===== src/rtl/rv_ctrl_pkg.sv =====
// rv_ctrl_pkg: shared encodings for the RV32I multi-cycle control FSM
package rv_ctrl_pkg;
  typedef enum logic [2:0] {
    S_FETCH  = 3'd0,
    S_DECODE = 3'd1,
    S_EXEC   = 3'd2,
    S_MEM    = 3'd3,
    S_WB     = 3'd4,
    S_TRAP   = 3'd5
  } state_e;
  typedef enum logic [3:0] {
    ALU_ADD  = 4'd0,
    ALU_SUB  = 4'd1,
    ALU_SLL  = 4'd2,
    ALU_SLT  = 4'd3,
    ALU_SLTU = 4'd4,
    ALU_XOR  = 4'd5,
    ALU_SRL  = 4'd6,
    ALU_SRA  = 4'd7,
    ALU_OR   = 4'd8,
    ALU_AND  = 4'd9
  } alu_e;
  localparam logic [6:0] OP_R      = 7'b0110011;
  localparam logic [6:0] OP_IMM    = 7'b0010011;
  localparam logic [6:0] OP_LOAD   = 7'b0000011;
  localparam logic [6:0] OP_STORE  = 7'b0100011;
  localparam logic [6:0] OP_BRANCH = 7'b1100011;
  localparam logic [6:0] OP_JAL    = 7'b1101111;
  localparam logic [6:0] OP_JALR   = 7'b1100111;
  localparam logic [6:0] OP_LUI    = 7'b0110111;
  localparam logic [6:0] OP_AUIPC  = 7'b0010111;
  localparam logic [1:0] PC_PLUS4  = 2'd0;
  localparam logic [1:0] PC_REL    = 2'd1;
  localparam logic [1:0] PC_JALR   = 2'd2;
  localparam logic [1:0] WB_ALU    = 2'd0;
  localparam logic [1:0] WB_MEM    = 2'd1;
  localparam logic [1:0] WB_PC4    = 2'd2;
  localparam logic [1:0] WB_IMM    = 2'd3;
  function automatic logic is_supported(input logic [6:0] op);
    return op == OP_R || op == OP_IMM || op == OP_LOAD || op == OP_STORE ||
           op == OP_BRANCH || op == OP_JAL || op == OP_JALR || op == OP_LUI ||
           op == OP_AUIPC;
  endfunction
endpackage


===== src/rtl/rv_alu_decode.sv =====
// rv_alu_decode: maps opcode/funct3/funct7 onto the ALU operation code
module rv_alu_decode
  import rv_ctrl_pkg::*;
(
  input  logic [6:0] opcode,
  input  logic [2:0] funct3,
  input  logic [6:0] funct7,
  output logic [3:0] alu_ctrl
);
  logic is_r;
  logic is_i;
  logic alt;
  logic [3:0] f3_op;
  logic unused_funct7;
  assign unused_funct7 = ^{funct7[6], funct7[4:0]};
  assign is_r = opcode == OP_R;
  assign is_i = opcode == OP_IMM;
  assign alt  = funct7[5];
  always_comb begin
    f3_op = ALU_ADD;
    case (funct3)
      3'b000:  f3_op = (is_r && alt) ? ALU_SUB : ALU_ADD;
      3'b001:  f3_op = ALU_SLL;
      3'b010:  f3_op = ALU_SLT;
      3'b011:  f3_op = ALU_SLTU;
      3'b100:  f3_op = ALU_XOR;
      3'b101:  f3_op = alt ? ALU_SRA : ALU_SRL;
      3'b110:  f3_op = ALU_OR;
      default: f3_op = ALU_AND;
    endcase
  end
  assign alu_ctrl = (is_r || is_i) ? f3_op : (opcode == OP_BRANCH) ? ALU_SUB : ALU_ADD;
endmodule


===== src/rtl/rv_multicycle_ctrl.sv =====
// rv_multicycle_ctrl: fetch/decode/exec/mem/wb control FSM for the RV32I multi-cycle datapath
module rv_multicycle_ctrl
  import rv_ctrl_pkg::*;
#(
  parameter logic [2:0] RESET_STATE = 3'd0
) (
  input  logic       clk,
  input  logic       rst,
  input  logic [6:0] opcode,
  input  logic [2:0] funct3,
  input  logic [6:0] funct7,
  input  logic       mem_ready,
  input  logic       branch_taken,
  output logic [2:0] state,
  output logic       mem_req,
  output logic       mem_we,
  output logic       mem_is_instr,
  output logic       ir_write,
  output logic       pc_write,
  output logic [1:0] pc_src,
  output logic       reg_write,
  output logic [1:0] wb_sel,
  output logic       alu_src_a,
  output logic       alu_src_b,
  output logic [3:0] alu_ctrl,
  output logic       illegal
);
  logic [2:0] state_q, state_d;
  logic illegal_q, illegal_d;
  logic [3:0] dec_alu;
  logic is_load, is_store, is_branch, is_jal, is_jalr, is_lui;
  logic sel_a, sel_b;
  rv_alu_decode u_alu_decode (
    .opcode   (opcode),
    .funct3   (funct3),
    .funct7   (funct7),
    .alu_ctrl (dec_alu)
  );
  assign is_load   = opcode == OP_LOAD;
  assign is_store  = opcode == OP_STORE;
  assign is_branch = opcode == OP_BRANCH;
  assign is_jal    = opcode == OP_JAL;
  assign is_jalr   = opcode == OP_JALR;
  assign is_lui    = opcode == OP_LUI;
  assign sel_a     = opcode == OP_AUIPC || is_jal;
  assign sel_b     = !(opcode == OP_R || is_branch);
  always_ff @(posedge clk) begin
    if (rst) begin
      state_q   <= RESET_STATE;
      illegal_q <= 1'b0;
    end else begin
      state_q   <= state_d;
      illegal_q <= illegal_d;
    end
  end
  always_comb begin
    state_d = S_FETCH;
    case (state_q)
      S_FETCH:  state_d = mem_ready ? S_DECODE : S_FETCH;
      S_DECODE: state_d = is_supported(opcode) ? S_EXEC : S_TRAP;
      S_EXEC:   state_d = is_branch ? S_FETCH : (is_load || is_store) ? S_MEM : S_WB;
      S_MEM:    state_d = !mem_ready ? S_MEM : is_load ? S_WB : S_FETCH;
      S_TRAP:   state_d = S_TRAP;
      default:  state_d = S_FETCH;
    endcase
  end
  assign illegal_d = illegal_q || state_d == S_TRAP;
  always_comb begin
    mem_req      = 1'b0;
    mem_we       = 1'b0;
    mem_is_instr = 1'b0;
    ir_write     = 1'b0;
    pc_write     = 1'b0;
    pc_src       = PC_PLUS4;
    reg_write    = 1'b0;
    wb_sel       = WB_ALU;
    alu_src_a    = 1'b0;
    alu_src_b    = 1'b0;
    alu_ctrl     = ALU_ADD;
    if (!rst) begin
      case (state_q)
        S_FETCH: begin
          mem_req      = 1'b1;
          mem_is_instr = 1'b1;
          ir_write     = mem_ready;
          pc_write     = mem_ready;
        end
        S_EXEC: begin
          alu_src_a = sel_a;
          alu_src_b = sel_b;
          alu_ctrl  = dec_alu;
          pc_write  = (is_branch && branch_taken) || is_jal || is_jalr;
          pc_src    = is_jalr ? PC_JALR : (is_branch || is_jal) ? PC_REL : PC_PLUS4;
        end
        S_MEM: begin
          mem_req   = 1'b1;
          mem_we    = is_store;
          alu_src_b = 1'b1;
        end
        S_WB: begin
          reg_write = 1'b1;
          wb_sel    = is_load ? WB_MEM : (is_jal || is_jalr) ? WB_PC4 : is_lui ? WB_IMM : WB_ALU;
          alu_src_a = sel_a;
          alu_src_b = sel_b;
          alu_ctrl  = dec_alu;
        end
        default: ;
      endcase
    end
  end
  assign state   = state_q;
  assign illegal = illegal_q;
endmodule


===== config.mk =====
export PLATFORM = sky130hd
export DESIGN_NAME = rv_multicycle_ctrl
export DESIGN_NICKNAME = d
export VERILOG_FILES = /design/src/rtl/rv_ctrl_pkg.sv /design/src/rtl/rv_alu_decode.sv /design/src/rtl/rv_multicycle_ctrl.sv
export SDC_FILE = /design/constraint.sdc
export NUM_CORES = 1
export LEC_CHECK = 0
export BUFFER_PORTS_ARGS = -buffer_cell sky130_fd_sc_hd__buf_2
export CAP_MARGIN = 0
export CORE_MARGIN = 10
export CORE_UTILIZATION = 38
export DETAILED_ROUTE_END_ITERATION = 12
export PLACE_DENSITY = 0.75
export SLEW_MARGIN = 10
export SYNTH_ARGS = -nofsm -noshare
export SYNTH_HDL_FRONTEND = slang
export SYNTH_SLANG_ARGS = --single-unit

===== constraint.sdc =====
create_clock -name clk -period 1.2 [get_ports clk]
set_input_delay 0 -clock clk [delete_from_list [all_inputs] [get_ports clk]]
set_output_delay 0 -clock clk [all_outputs]
set_load 0.01 [all_outputs]

; After elaboration in Yosys (flattened, before gate mapping)
; Cells that the tools add are included.
[word_totals]
reg_bits = 4
output_inout_bits = 20
word_cells = 85
inputBits = 21
[op_classes]
n_eq_ne = 21
muxes = 39
reduce_logical = 23
[op_table]
columns = op, n
row1 = 4-bit one-hot mux with 7 select lines, 1
row2 = 7-bit by 6-bit == test with 1-bit output (second input constant), 3
row3 = 7-bit == test (second input constant), 3
row4 = 1-bit 2-to-1 mux, 19
row5 = 3-bit == test (second input constant), 6
row6 = 1-bit logical OR, 16
row7 = 2-bit 2-to-1 mux, 8
row8 = 3-bit 2-to-1 mux, 5
row9 = 3-bit one-hot mux with 5 select lines, 1
row10 = 7-bit by 5-bit == test with 1-bit output (second input constant), 2
row11 = 3-bit by 2-bit == test with 1-bit output (second input constant), 4
row12 = 4-bit 2-to-1 mux, 3
row13 = 7-bit by 2-bit == test with 1-bit output (second input constant), 1
row14 = 3-bit by 1-bit == test with 1-bit output (second input constant), 2
row15 = 3-bit logical NOT, 2
row16 = 1-bit one-hot mux with 2 select lines, 2
row17 = 2-bit OR reduction, 2
row18 = 1-bit logical AND, 2
row19 = 1-bit logical NOT, 1

; Longest topological paths before layout
; Gate-level depths: netlist of the first run.
[logic_depth]
ltp_word = 13
depth_mapped = 5

; Hierarchy
; Synthesis of the first run repeated with hierarchy kept, for this count alone.
[unflattened]
cells_unflattened = 108
hier_area_um2 = 790.8
[by_module_without_submodules]
columns = mod, seq_area_each_um2, area_per_inst_um2, cells_per_inst, n_inst
row1 = rv_multicycle_ctrl, 80.1, 666.9, 90, 1
row2 = rv_alu_decode, 0.0, 123.9, 18, 1

; Least setup slack after synthesis of the first run
; OpenSTA, ideal clock, no wires.
[synth_timing]
path_type = reg-to-output
startpoint = reg state_q[1], in the netlist state[1]
endpoint = out wb_sel[0]
n_path_buf = 1
slack_ns = -0.163
stages_incl_launch_ff = 6
arrival_ns = 1.363
cell_sequence = dfxtp_1 buf_4 and2b_2 and2_1 o21ai_0 nor4_1
[synth_between]
elab_chain_cells = 3
[synth_lines]
columns = element, line
row1 = start: declaration, rv_multicycle_ctrl.sv:28  ; logic [2:0] state_q, state_d;
row2 = start signal: assignment, rv_multicycle_ctrl.sv:52  ; state_q <= state_d;
row3 = 3-bit == test, rv_multicycle_ctrl.sv:81  ; case (state_q)
row4 = 2-bit 2-to-1 mux, rv_multicycle_ctrl.sv:81
row5 = 2-bit 2-to-1 mux, rv_multicycle_ctrl.sv:80  ; if (!rst) begin
row6 = end: declaration, rv_multicycle_ctrl.sv:22  ; output logic [1:0] wb_sel,
; Every way passes these cells.

; Worst setup path after layout of the first run
[layout_timing]
startpoint = reg state_q[1], in the netlist state[1]
endpoint = out alu_ctrl[2]
[layout_between]
elab_chain_cells = 4
word_cells_on_any_way = 5
classes_between = 2 x eq/ne / 2 x mux / 1 x reduce/logical
[layout_lines]
columns = element, line
row1 = 3-bit == test or 3-bit by 2-bit == test with 1-bit output (tied branches), rv_multicycle_ctrl.sv:81
row2 = 2-bit OR reduction (no line) *, --
row3 = 4-bit 2-to-1 mux *, rv_multicycle_ctrl.sv:81
row4 = 4-bit 2-to-1 mux *, rv_multicycle_ctrl.sv:80
row5 = end: declaration, rv_multicycle_ctrl.sv:25  ; output logic [3:0] alu_ctrl,
; Every way passes the cells marked *; elsewhere a longest branch is shown, timed or not.

==> run metrics, run 1 <==
status finished with violations; failing checks negative setup slack; Die Y 61.8 um; Syn. warnings 0; # placed instances between 150 and 200; row cnt 15; io pins between 40 and 50; Root Driver clkbuf_4; DRC violations left 0; power per cell area 703 mW/mm2; Area growth syn-to-layout 83.4%; CP Cell Sequence and2b_2, o211ai_2, or3_4, nor2_4, buf_6; post-route ant nets 0; pin count of the biggest net entering global routing 13; CP max stage delay 0.39 ns; max-cap viol count 0; Core Region 0.00169 mm2; Final HPWL DP just over 2000 um; fmax 676 MHz; Final Power 0.000857 W; top-area cell type share of the netlist area 0.121; Final period util 1.23; Hold WC Path Type input port to register; count of flip-flops with a built-in enable after synthesis 0; critical path endpoint category primary output; initial antenna violation count 0; top cell type by total area after synthesis dfxtp_1; Port Buffer Count 34; syn_nets 123; Crit path required time 1.20 ns; vias in the first global route 920; Clock Skew 0.00911 ns; DIE WIDTH just over 60 um; Worst Hold Slack 0.124 ns; CTS Sinks 4; CTS tree yes; startpoint class of the critical path register; Yosys reg bits 4; RSZ-0062 raised after global routing yes; GR Overflow Total 0; DR pass1 iterations 4; Post-Synthesis Cells 102; WS Path Type register to primary output; leading post-synthesis cells by cell area dfxtp_1, a21oi_1, nor3_1; Avg Inst Size Synth 6.51 um2; nets 183; post-route setup slack -0.279 ns; Routed WL 2700 um; Buffers & Inverters on Critical Path 1; Filler cells 131; worst slew pin tran ~0.33 ns; Fin. Hold Viols 0; Antenna Cells 0; LEAKAGE 0.542 nW; fin crit period 1.48 ns; Cell variety after synth 37; pre-CTS setup slack -0.0809 ns; Iter 0 DRT Violations 24; RD Place Congestion 0.892; ys async rst share 0; Reg clk slew, reported paths 0.05 ns; Slew Limit Fails 0; Vias per Instance 5.60; share of layout cells above drive strength 1 0.638; CTS Buffer Depth 2; Setup-failing EPs final 19; insertion delay to the later sink of the worst-skew pair ~0.25 ns; Post-Syn Area 664 um2; DIE AREA around 0.0038 mm2; Worst slew margin 0.781; CP top delay family simple AND/OR/NAND/NOR gates; Total Negative Setup Slacks -2.94 ns; CP max FO 3; Routed WL per cell 15.2 um; CTS Buf Count 3; GRT Util Overall 0.138; vias post-DR around 1000; non-filler cells, final 177; Starting Density 0.393; Critical-path top delay cell or3_4; maximum VDD drop 398 uV; synth cell count leaders a21oi_1, nor2_1, nor3_1; register area share after synthesis 0.121; CP arrival 1.48 ns; global-route wire length before repair 4080 um; H-tree depth 1; Synth Flop Type dfxtp_1
## state kept, by name, summed over array words and instances (netlist names)
| name | cells |
|---|---|
| illegal | 1 |
| state | 3 |
## what timing repair did
action                     4_1_cts  5_1_grt
pin swaps                       10       11
setup endpoints to repair       15       19
hold buffers                     0        0
gates cloned                     0        0
setup buffers                    7        5
gates resized for setup         24       18
## logic make-up after synthesis
logic type,share of synthesized area
AND/OR/NAND/NOR,0.475
XOR/XNOR,0.0132
AO/OA/AOI/OAI,0.284
flip-flops,0.121
buffers and inverters,0.107
## layout by cell type (no fill, tap or decap), types with 3 or more instances in the layout
cell type,count
a21oi_1,6
a21oi_2,5
buf_2,31
buf_4,21
buf_6,9
clkbuf_4,3
inv_1,5
nand2_1,6
nor2_1,3
nor2_4,5
nor3_1,8
nor4_2,3
o211ai_1,3
o21ai_0,4
## metrics by stage
stage	instance area (um2)	utilization
floorplan	703	-
global placement	981	0.581
detailed placement	981	0.581
CTS	1150	0.684
global route	1220	0.721
finish	1220	0.721
## area by class of cell
class / instances / area, um2 / area share
Clock buffer: 3 / 22.5 / 0.0185
Timing Repair Buffer: 61 / 414 / 0.340
Multi-Input combinational cell: 85 / 649 / 0.533
Inverter: 7 / 28.8 / 0.0236
Tap cell: 17 / 21.3 / 0.0175
Sequential cell: 4 / 82.6 / 0.0678
## final timing paths
kind	end	slack (ns)	from	cells past startpoint
setup reg to reg	state[2]$_SDFF_PP0_	-0.10	state[1]$_SDFF_PP0_	7
hold reg to reg	illegal$_SDFF_PP0_	0.48	illegal$_SDFF_PP0_	2
setup / recovery	alu_ctrl[2]	-0.28	state[1]$_SDFF_PP0_	5
hold / removal	state[0]$_SDFF_PP0_	0.12	rst	3
## metal layers
layer / share of wire / up-vias / track usage
met5: 0 / - / 0
li1: - / 491 / -
met2: 0.49 / 44 / 0.237
met4: 0.0070 / 0 / 0.0318
met3: 0.099 / 4 / 0.0528
met1: 0.41 / 452 / 0.158
## worst reg2reg max path, cell delays in order (launching register included)
cell	delay (ns)
dfxtp_2	0.31
buf_4	0.12
buf_6	0.12
buf_6	0.12
nor2b_4	0.11
o31a_1	0.17
nand2_2	0.08
o22ai_1	0.17
## power by group
group          internal, W  switching (W)  leakage (nW)
sequential        0.000152      0.0000113        0.0338
combinational     0.000242       0.000268         0.495
clock             0.000113      0.0000710        0.0138
(Power assumes the default switching activity.)
==> run 2: changes to the inputs <==
--- a/config.mk
+++ b/config.mk
@@ -10,6 +10,7 @@
 export CORE_MARGIN = 10
 export CORE_UTILIZATION = 38
 export DETAILED_ROUTE_END_ITERATION = 12
+export GPL_TIMING_DRIVEN = 0
 export PLACE_DENSITY = 0.75
 export SLEW_MARGIN = 10
 export SYNTH_ARGS = -nofsm -noshare
==> run 2 against run 1 <==
The run still ends with negative setup slack left. Non-clock buffer count fell by 14. First-iteration DRC count increased by 42%. Utilization down 4.2 points. Die area stayed put. Via count down 5.4%. Design area is 5.9% lower. Combinational power is 9.6% lower. Register-to-register slack worse by 0.11 ns. Largest power group unchanged.
==> run metrics, run 2 (same netlist as run 1, synthesis figures left out) <==
pin count of the biggest net entering global routing 11; nets between 150 and 200; post-route ant nets 0; RSZ-0062 raised after global routing yes; vias in the first global route 938; DR pass1 iterations 4; status finished with violations; Crit path required time 1.20 ns; CTS Buf Count 3; RD Place Congestion 0.935; # placed instances 150; non-filler cells, final 163; Starting Density 0.393; P_int 0.000479 W; CP max FO 5; Largest register FFs 3; CP arrival 1.56 ns; switch share 0.411; Final Power 0.000813 W; Core Region 0.00169 mm2; worst slew pin tran 0.402 ns; Final period util 1.30; CTS Sinks 4; critical path endpoint category primary output; Final HPWL DP 1820 um; Vias per Instance 5.75; commonest non-fill, non-tap cells in the layout buf_2, buf_6, nor3_1, a21oi_1, nand2_1; Port Buffer Count 31; CTS Buffer Depth 2; combinational power share 0.567; row cnt 15; startpoint class of the critical path register; maximum VDD drop 358 uV; GR Overflow Total 0; max-cap viol count 0; vias post-DR 937; Die Y a little over 60 um; Antenna Cells 0; H-tree depth 1; Slew Limit Fails 0; fmax between 600 and 700 MHz; CTS tree yes; GRT Util Overall 0.133; power per cell area between 700 and 800 mW/mm2; fin crit period 1.56 ns; post-route setup slack -0.358 ns; leading cell type in the layout, fill and taps excluded buf_2; Psw 0.000334 W; sequential fraction of design power 0.212; initial antenna violation count 0; pre-CTS setup slack -0.215 ns; LEAKAGE just under 0.5 nW; insertion delay to the later sink of the worst-skew pair about 0.25 ns; DIE AREA 0.00382 mm2; Worst slew margin 0.732; Root Driver clkbuf_4; Routed WL 2690 um; Hold WC Path Type input port to register; Area growth syn-to-layout 72.7%; share of layout cells above drive strength 1 0.582; failing checks negative setup slack; WS Path Type register to primary output; Clock Skew approximately 0.012 ns; clock network power share 0.221; Iter 0 DRT Violations 34; io pins 41; Routed WL per cell roughly 16 um; Fin. Hold Viols 0; DIE WIDTH 61.8 um; Setup-failing EPs final 20; Total Negative Setup Slacks -3.70 ns; Reg clk slew, reported paths approximately 0.030 ns; global-route wire length before repair 3960 um; DRC violations left 0
run 2: changes by cell type in the layout (fill, tap and decap cells not counted), moves of 2 or more:
cell,before,now
buf_4,21,5
a21oi_2,5,3
a21oi_1,6,8
buf_6,9,11
buf_2,31,27
dfxtp_4,0,2
run 2: power groups by stage:
stage / combinational (W) / sequential [W] / clock, W
final: 0.000461 / 0.000172 / 0.000180
after global routing: 0.000497 / 0.000175 / 0.000189
after CTS: 0.000408 / 0.000170 / 0.000180
after detailed placement: 0.000324 / 0.000172 / 0
after global placement: 0.000320 / 0.000171 / 0
after floorplan: 0.000208 / 0.000176 / 0
run 2: timing repair:
item | in CTS | in global routing
resized for setup | 30 | 17
hold buffers | 1 | 0
setup buffers | 8 | 4
endpoints found under the setup margin | 19 | 20
hold endpoints to repair | 1 | 0
pin swaps | 11 | 10
gates cloned | 0 | 0
run 2: layout make-up:
cell class                 count  area [um2]
buffer                         5        47.5
clock buffer                   3        22.5
fill                         132         542
inverter                       7        31.3
multi-input combinational     85         644
sequential                     4        88.8
tap                           17        21.3
timing repair buffer          42         292
run 2: worst max-delay path: stages, from the launching register on:
cell	delay, ns
dfxtp_4	0.35
nor2_1	0.28
nand4_1	0.22
nor4_2	0.28
buf_2	0.18
run 2: final timing paths:
kind / start / endpoint / slack (ns) / cells past startpoint
min: rst / illegal$_SDFF_PP0_ / 0.07 / 2
max: state[2]$_SDFF_PP0_ / pc_src[1] / -0.36 / 4
max reg2reg: state[1]$_SDFF_PP0_ / illegal$_SDFF_PP0_ / -0.21 / 8
min reg2reg: illegal$_SDFF_PP0_ / illegal$_SDFF_PP0_ / 0.57 / 2
run 2: metal layers:
| layer | global-route usage | share of wire |
|---|---|---|
| met1 | 0.145 | 0.40 |
| met2 | 0.221 | 0.48 |
| met3 | 0.0427 | 0.10 |
| met4 | 0.0732 | 0.019 |
| met5 | 0 | 0 |
run 2: through the flow:
stage / instance area [um2] / hold WS (ns) / utilization
2_1_floorplan: 703 / 0.0529 / -
3_3_place_gp: 880 / 0.257 / 0.521
3_5_place_dp: 880 / 0.253 / 0.521
4_1_cts: 1070 / 0.0263 / 0.636
5_1_grt: 1150 / 0.0597 / 0.679
6_report: 1150 / 0.0679 / 0.679
